--- config.mk ---
export PLATFORM = sky130hd
export DESIGN_NAME = counter_seek_arbiter
export DESIGN_NICKNAME = d
export VERILOG_FILES = /design/src/rtl/counter_ctrl_pkg.sv /design/src/rtl/updown_counter_en.sv /design/src/rtl/counter_seek_arbiter.sv
export SDC_FILE = /design/constraint.sdc
export NUM_CORES = 1
export LEC_CHECK = 0
export ABC_AREA = 1
export ABC_CLOCK_PERIOD_IN_PS = 2900
export BUFFER_PORTS_ARGS = -buffer_cell sky130_fd_sc_hd__buf_2
export CAP_MARGIN = 20
export CORE_MARGIN = 1.5
export CORE_UTILIZATION = 57
export CTS_BUF_LIST = sky130_fd_sc_hd__clkbuf_8
export CTS_CLUSTER_DIAMETER = 40
export DETAILED_ROUTE_END_ITERATION = 10
export PLACE_DENSITY = 0.83
export SLEW_MARGIN = 20
export SYNTH_ARGS = -nofsm -noshare
export SYNTH_HDL_FRONTEND = slang
export SYNTH_HIERARCHICAL = 1
export SYNTH_SLANG_ARGS = --single-unit
--- constraint.sdc ---
create_clock -name clk -period 2.9 [get_ports clk]
set_input_delay 0.29 -clock clk [delete_from_list [all_inputs] [get_ports clk]]
set_output_delay 0.29 -clock clk [all_outputs]
set_load 0.02 [all_outputs]
--- src/rtl/counter_ctrl_pkg.sv ---
// Shared types for the counter seek arbiter: FSM states and requester count.
package counter_ctrl_pkg;

    localparam int NREQ = 2;

    typedef enum logic [1:0] {
        IDLE = 2'd0,
        SEEK = 2'd1,
        DONE = 2'd2
    } seek_state_t;

endpackage

--- src/rtl/updown_counter_en.sv ---
// Modular up/down counter moving by 1 or 2 per enabled cycle.
module updown_counter_en #(
    parameter int WIDTH = 4
) (
    input  logic             clk,
    input  logic             nrst,
    input  logic             en,
    input  logic             step,
    input  logic             down,
    output logic [WIDTH-1:0] out
);

    logic [WIDTH-1:0] r_cnt;
    logic [WIDTH-1:0] w_delta;

    assign w_delta = step ? WIDTH'(2) : WIDTH'(1);
    assign out     = r_cnt;

    always_ff @(posedge clk or negedge nrst) begin
        if (!nrst)
            r_cnt <= '0;
        else if (en)
            r_cnt <= down ? (r_cnt - w_delta) : (r_cnt + w_delta);
    end

endmodule

--- src/rtl/counter_seek_arbiter.sv ---
// Round-robin arbiter that seeks a shared counter to the granted requester's
// target along the shorter wrap-around path, then pulses that requester's ack.
module counter_seek_arbiter
    import counter_ctrl_pkg::*;
#(
    parameter int WIDTH = 4
) (
    input  logic             clk,
    input  logic             nrst,
    input  logic [NREQ-1:0]  req,
    input  logic [WIDTH-1:0] target0,
    input  logic [WIDTH-1:0] target1,
    output logic [NREQ-1:0]  ack,
    output logic             busy,
    output logic             grant_id,
    output logic [WIDTH-1:0] value
);

    localparam logic [WIDTH-1:0] HALF = WIDTH'(1) << (WIDTH - 1);

    seek_state_t      r_state, w_next_state;
    logic [WIDTH-1:0] r_tgt;
    logic             r_dir;
    logic             r_gid;

    logic             w_grant;
    logic             w_en;
    logic             w_step;
    logic             w_winner;
    logic [WIDTH-1:0] w_tgt_win;
    logic [WIDTH-1:0] w_dist_up;
    logic [WIDTH-1:0] w_rem;

    // Single requester wins outright; a tie goes to the one not granted last.
    assign w_winner  = (&req) ? ~r_gid : req[1];
    assign w_tgt_win = w_winner ? target1 : target0;
    assign w_dist_up = w_tgt_win - value;

    // Exactly half range is left as "up" because the compare is strict.
    assign w_rem  = r_dir ? (value - r_tgt) : (r_tgt - value);
    assign w_step = (w_rem >= WIDTH'(2));

    assign busy     = (r_state == SEEK) || (r_state == DONE);
    assign grant_id = r_gid;

    always_ff @(posedge clk or negedge nrst) begin
        if (!nrst)
            r_state <= IDLE;
        else
            r_state <= w_next_state;
    end

    always_comb begin
        w_next_state = r_state;
        w_grant      = 1'b0;
        w_en         = 1'b0;
        ack          = '0;
        case (r_state)
            IDLE: begin
                if (|req) begin
                    w_grant      = 1'b1;
                    w_next_state = SEEK;
                end
            end
            SEEK: begin
                if (w_rem == '0)
                    w_next_state = DONE;
                else
                    w_en = 1'b1;
            end
            DONE: begin
                ack[r_gid]   = 1'b1;
                w_next_state = IDLE;
            end
            default: w_next_state = IDLE;
        endcase
    end

    always_ff @(posedge clk or negedge nrst) begin
        if (!nrst) begin
            r_gid <= 1'b1;
            r_tgt <= '0;
            r_dir <= 1'b0;
        end else if (w_grant) begin
            r_gid <= w_winner;
            r_tgt <= w_tgt_win;
            r_dir <= (w_dist_up > HALF);
        end
    end

    updown_counter_en #(.WIDTH(WIDTH)) u_cnt (
        .clk  (clk),
        .nrst (nrst),
        .en   (w_en),
        .step (w_step),
        .down (r_dir),
        .out  (value)
    );

endmodule

==> Word level (Yosys, flattened, before mapping) <==
Index checks and enable logic that the tools add are counted.
{ "word_totals": {"in_bits": 12, "out_inout_bits": 8, "word_cells": 41, "reg_bits": 12} }
{ "op_classes": {"addsub": 5, "muxes": 15, "eq_ne": 4, "magnitude_cmp": 4, "n_bitwise": 1, "reduce_logical": 7} }
{ "op_table": {"columns": ["op", "n"], "rows": [
  ["subtractor 4 bit", 4],
  ["two-way mux 4 bit", 3],
  ["two-way mux 2 bit", 4],
  ["two-way mux 1 bit", 6],
  ["adder 4 bit", 1],
  ["greater-or-equal comparator 4 x 2 -> 1 bit (second input constant)", 1],
  ["> comparator 4 bit (second input constant)", 1],
  ["zero test 4 bit", 1],
  ["one-hot mux 2 bit (2 select lines)", 1],
  ["AND reduction 2 bit", 2],
  ["== test 2 x 1 -> 1 bit (second input constant)", 1],
  ["== test 2 bit (second input constant)", 1],
  ["zero test 2 bit", 1],
  ["less-than comparator 1 x 2 -> 1 bit (second input constant)", 1],
  ["inequality test 2 x 1 -> 1 bit (second input constant)", 1],
  ["inequality test 2 bit (second input constant)", 1],
  ["OR reduction 2 bit", 1],
  ["demux 1 bit (select 1 bit)", 1],
  ["greater-or-equal comparator 1 bit (second input constant)", 1],
  ["logical AND 1 bit", 1],
  ["logical OR 1 bit", 1],
  ["inverter 1 bit", 1]
]} }

==> Depth between registers and ports, before layout <==
{ "logic_depth": {"ltp_word": 6, "ltp_mapped": 18, "ltp_nobuf": 18} }

==> By module <==
Netlist, hierarchy kept.
{ "by_module_without_submodules": {"columns": ["module", "seq_area_each_um2", "instances", "area_per_inst_um2", "cells_per_inst"], "rows": [
  ["counter_seek_arbiter", 201.4, 1, 827.0, 111],
  ["updown_counter_en", 100.1, 1, 285.3, 36]
]} }

==> Least setup slack after synthesis <==
No wires, ideal clock.
{ "synth_timing": {"path_type": "reg2reg", "start": "register u_cnt.r_cnt[1], in the netlist u_cnt/out[1]", "end": "register u_cnt.r_cnt[2], in the netlist u_cnt/out[2]", "n_path_buf": 0, "synth_period_minus_slack_ps": 2559, "setup_slack_ps": 341, "setup_ps": 83, "path_stages_with_launch": 13, "required_time_ps": 2817, "t_arrival_ps": 2477, "path_cell_list": "dfrtp_1 inv_1 fa_1 nor2_1 nor2_1 nand2_1 nor2_2 nand2_1 nor2_1 inv_1 fa_1 xor2_1 o21ai_0"} }
{ "synth_via": {"elab_chain_cells": 6, "elab_cells_between_ends": 11, "classes_between": "add/sub: 4; order compare: 1; mux: 5; reduce/logical: 1"} }
{ "synth_rtl": {"columns": ["element", "line_no", "rtl"], "rows": [
  ["start: declaration", "updown_counter_en.sv:13", "logic [WIDTH-1:0] r_cnt;"],
  ["start signal: assignment", "updown_counter_en.sv:23", "r_cnt <= down ? (r_cnt - w_delta) : (r_cnt + w_delta);"],
  ["subtractor 4 bit", "counter_seek_arbiter.sv:40", "assign w_rem = r_dir ? (value - r_tgt) : (r_tgt - value);"],
  ["two-way mux 4 bit (*)", "counter_seek_arbiter.sv:40", null],
  ["greater-or-equal comparator 4 x 2 -> 1 bit (*)", "counter_seek_arbiter.sv:41", "assign w_step = (w_rem >= WIDTH'(2));"],
  ["named net w_step", "counter_seek_arbiter.sv:28", "logic w_step;"],
  ["two-way mux 2 bit (*)", "updown_counter_en.sv:16", "assign w_delta = step ? WIDTH'(2) : WIDTH'(1);"],
  ["adder 4 bit / subtractor 4 bit (equally long branches)", "updown_counter_en.sv:23", null],
  ["two-way mux 4 bit (*)", "updown_counter_en.sv:23", null]
]} }
Mark *: on every way through the listed nets, which the timed path passes. The rest lies on a longest branch.
A chain may end at the register's enable or synchronous reset.

==> Final worst setup path <==
Same ends and word-level chain as after synthesis.

==> summary.md <==
| Metric | Value |
|---|---|
| Clk root buf | clkbuf_8 |
| Layout filler cell count | 133 |
| Max-slew violations | 0 |
| Post-Synthesis Cells | between 100 and 150 |
| Switching pwr | 0.874 mW |
| Most frequent CP cell | inv_1 |
| Clock latency on the worst-skew pair | 0.24 ns |
| Post-route antenna net violation count | 0 |
| Critical Path Max Stage Delay | a little over 0.5 ns |
| Combinational Power Share | 0.670 |
| Per-cell routed wire length | 12.0 um |
| Layout Skew | 0.00211 ns |
| Detailed Routing Iterations Pass 1 | 4 |
| Cell taking the most area after synthesis | dfrtp_1 |
| Setup crit end kind | flop |
| Vias | 992 |
| CP cell instances | inv_1 -> fa_1 -> inv_1 -> nand2_1 -> o21ai_0 -> nor2_1 -> nor2_2 -> nand2_1 -> nor2_1 -> inv_1 -> fa_1 -> xor2_1 -> o21ai_0 |
| TritonCTS clock tree | yes |
| Critical Path AT | 2.81 ns |
| Share of layout cells above drive strength 1 | 0.205 |
| GRT overflow | 0 |
| #FFs+latches synth | 12 |
| Critical-path top delay cell | dfrtp_1 |
| Worst setup margin | 0.250 ns |
| Worst Max-Slew Pin Slew | 0.508 ns |
| Pint | ~0.81 mW |
| I/O Pins | 20 |
| WL met1 | 1040 um |
| GRT Total Usage | 0.251 |
| Placed cell area | about 1200 um2 |
| WL final | 2340 um |
| Crit start category | flop |
| Pwr dens | 1290 nW/um2 |
| Type of the tightest min-delay check | in2reg |
| Slew HR | 0.661 |
| Yosys cell types | 23 |
| Cell area after synthesis | 1110 um2 |
| RSZ-0062 raised after global routing | false |
| Fin crit period | between 2 and 3 ns |
| Worst endpoint required time | 3.06 ns |
| TNS Setup | 0 ns |
| Clk sinks | 12 |
| Maximum VDD drop | 0.776 mV |
| Total core area | 1780 um2 |
| Dpl cells | around 190 |
| Worst path top cell family by delay | adder cells |
| Routed met2 length | between 1000 and 1500 um |
| CP Class | reg2reg |
| Die H | 47.2 um |
| Starting density of the core | 0.624 |
| WL met3 | approximately 90 um |
| Top routing layer used | met4 |
| Clock-pin slew on the worst setup and hold paths | roughly 0.060 ns |
| Total chip power | 1.69 mW |
| First-pass GRT wire length | 3770 um |
| YS warnings | 6 |
| Seq/Total Area, Yosys | 0.271 |
| Outcome | finished, final reports clean |
| Crit Path Max Fanout | 8 |
| Initial antenna violation count | 0 |
| Final Setup Violations | 0 |
| Max Freq | 377 MHz |
| Syn_area_per_cell | 7.57 um2 |
| Fin crit share | 0.914 |
| Final HPWL DP | 1880 um |
| Mapped Nets | around 180 |
| DR DRC count | 0 |
| Final Non-Filler Cells | between 150 and 200 |
| Largest net degree at the start of global routing | 13 |
| Post-synth top area share | 0.247 |
| Sequential power share | 0.220 |
| Pleak | 0.748 nW |
| Max cap viols | 0 |
| Hold Fails Final Rpt | 0 |
| Worst-case clock buffer depth | 2 |
| Vias per std cell | 5.06 |
| GP Congestion | 0.809 |
| Vias in the first global route | roughly 930 |
| TritonCTS Buffers | 3 |
| Area grow syn2layout | 17.2% |
| Worst path bufs/invs | 3 |
| Die area | 2230 um2 |
| Row cnt | 15 |
| Net Sw Frac | 0.518 |
| H-tree depth | 1 |
| Clock power share | 0.110 |
| Final #Nets | 203 |
| First-iteration detailed-routing DRC count | 24 |
| DIE WIDTH | 47.2 um |
| Cts repair resizes | 0 |
| Port bufs | 19 |
| Synth area leaders | dfrtp_1 25%, ha_1 17%, nand2_1 12% |
| Post-route cell area | 1300 um2 |
| Pre-CTS WS | 0.269 ns |
| Antenna Cells | 0 |
## cell usage after synthesis
cell      number
dfstp_2        1
nor2_2         2
o21ai_2        1
o211ai_1       1
inv_2          1
xnor2_1        1
mux2_2         1
mux2i_1        1
a21oi_1        2
a21boi_0       1
nor2_1         7
nand3_1       10
fa_1           4
inv_1         32
nand3_2        2
dfrtp_1       11
a21oi_2        1
nand2_2        3
nand2_1       36
xor2_1         3
o21ai_0       10
nand3b_1       1
ha_1          15
## power groups by stage
stage,combinational (mW),clock [mW],sequential (mW)
6_report,1.13,0.186,0.371
3_5_place_dp,1.12,0,0.374
3_3_place_gp,1.06,0,0.364
2_1_floorplan,0.832,0,0.386
4_1_cts,1.13,0.191,0.370
5_1_grt,1.28,0.202,0.389
## flip-flops by register name (all words and copies together) (netlist names)
register,count
r_dir,1
r_state,2
grant_id,1
u_cnt/out,4
r_tgt,4
## final timing paths
| path | start | endpoint | slack, ns | cells after the start |
|---|---|---|---|---|
| max | u_cnt/out[1]$_DFFE_PN0P_ | u_cnt/out[2]$_DFFE_PN0P_ | 0.25 | 13 |
| min reg2reg | r_state[1]$_DFFE_PN0P_ | r_state[1]$_DFFE_PN0P_ | 0.51 | 2 |
| max in group asynchronous | nrst | grant_id$_DFFE_PN1P_ | 2.17 | 2 |
| min in group asynchronous | nrst | r_tgt[0]$_DFFE_PN0P_ | 0.46 | 2 |
| min | target1[3] | r_tgt[3]$_DFFE_PN0P_ | 0.37 | 3 |
| max reg2reg | u_cnt/out[1]$_DFFE_PN0P_ | u_cnt/out[2]$_DFFE_PN0P_ | 0.25 | 13 |
## tightest hold or removal path: stages
cell and delay (ns):
buf_2 0.09, o21ai_2 0.06, o21ai_0 0.13
## metrics by stage
step                 util  hold WS [ns]
floorplan               -      -0.00559
global placement    0.695         0.189
detailed placement  0.695         0.190
CTS                 0.731         0.374
global route        0.731         0.398
finish              0.731         0.368
## cell usage in the layout (no fill, tap or decap), types with 3 or more instances in the layout
master / Yosys / routed
clkbuf_8: 0 / 4
fa_1: 4 / 4
buf_2: 0 / 19
xor2_1: 3 / 3
dfrtp_1: 11 / 11
ha_1: 15 / 15
nand2_1: 36 / 36
nand3_1: 10 / 10
o21ai_0: 10 / 10
inv_1: 32 / 32
nor2_1: 7 / 7
nand2_2: 3 / 3
## cell families after synthesis
family | after synthesis | share of synthesized area
AO/OA/AOI/OAI | 16 | 0.0832
XOR/XNOR | 4 | 0.0315
adder cells (fa/ha/maj) | 19 | 0.241
buffers and inverters | 33 | 0.111
flip-flops | 12 | 0.271
multiplexers | 2 | 0.0191
AND/OR/NAND/NOR | 61 | 0.243
## layout make-up
| class | count | area (um2) | share of cell area |
|---|---|---|---|
| Clock buffer | 4 | 55.1 | 0.0422 |
| Sequential cell | 12 | 302 | 0.231 |
| Inverter | 33 | 124 | 0.0950 |
| Timing Repair Buffer | 20 | 105 | 0.0806 |
| Multi-Input combinational cell | 102 | 687 | 0.527 |
| Tap cell | 25 | 31.3 | 0.0240 |
## routing by layer
metal  vias to the layer above  GRT usage
met5                         -          0
met4                         0      0.100
met3                         2     0.0346
met2                        21      0.444
met1                       469      0.307
li1                        500          -
## repair_timing
action / 4_1_cts / 5_1_grt
setup buffers: 0 / 0
setup endpoints to repair: 0 / 0
hold buffers: 1 / 0
hold endpoints to repair: 11 / 0
Note: power is estimated with default switching activity, not from simulation.
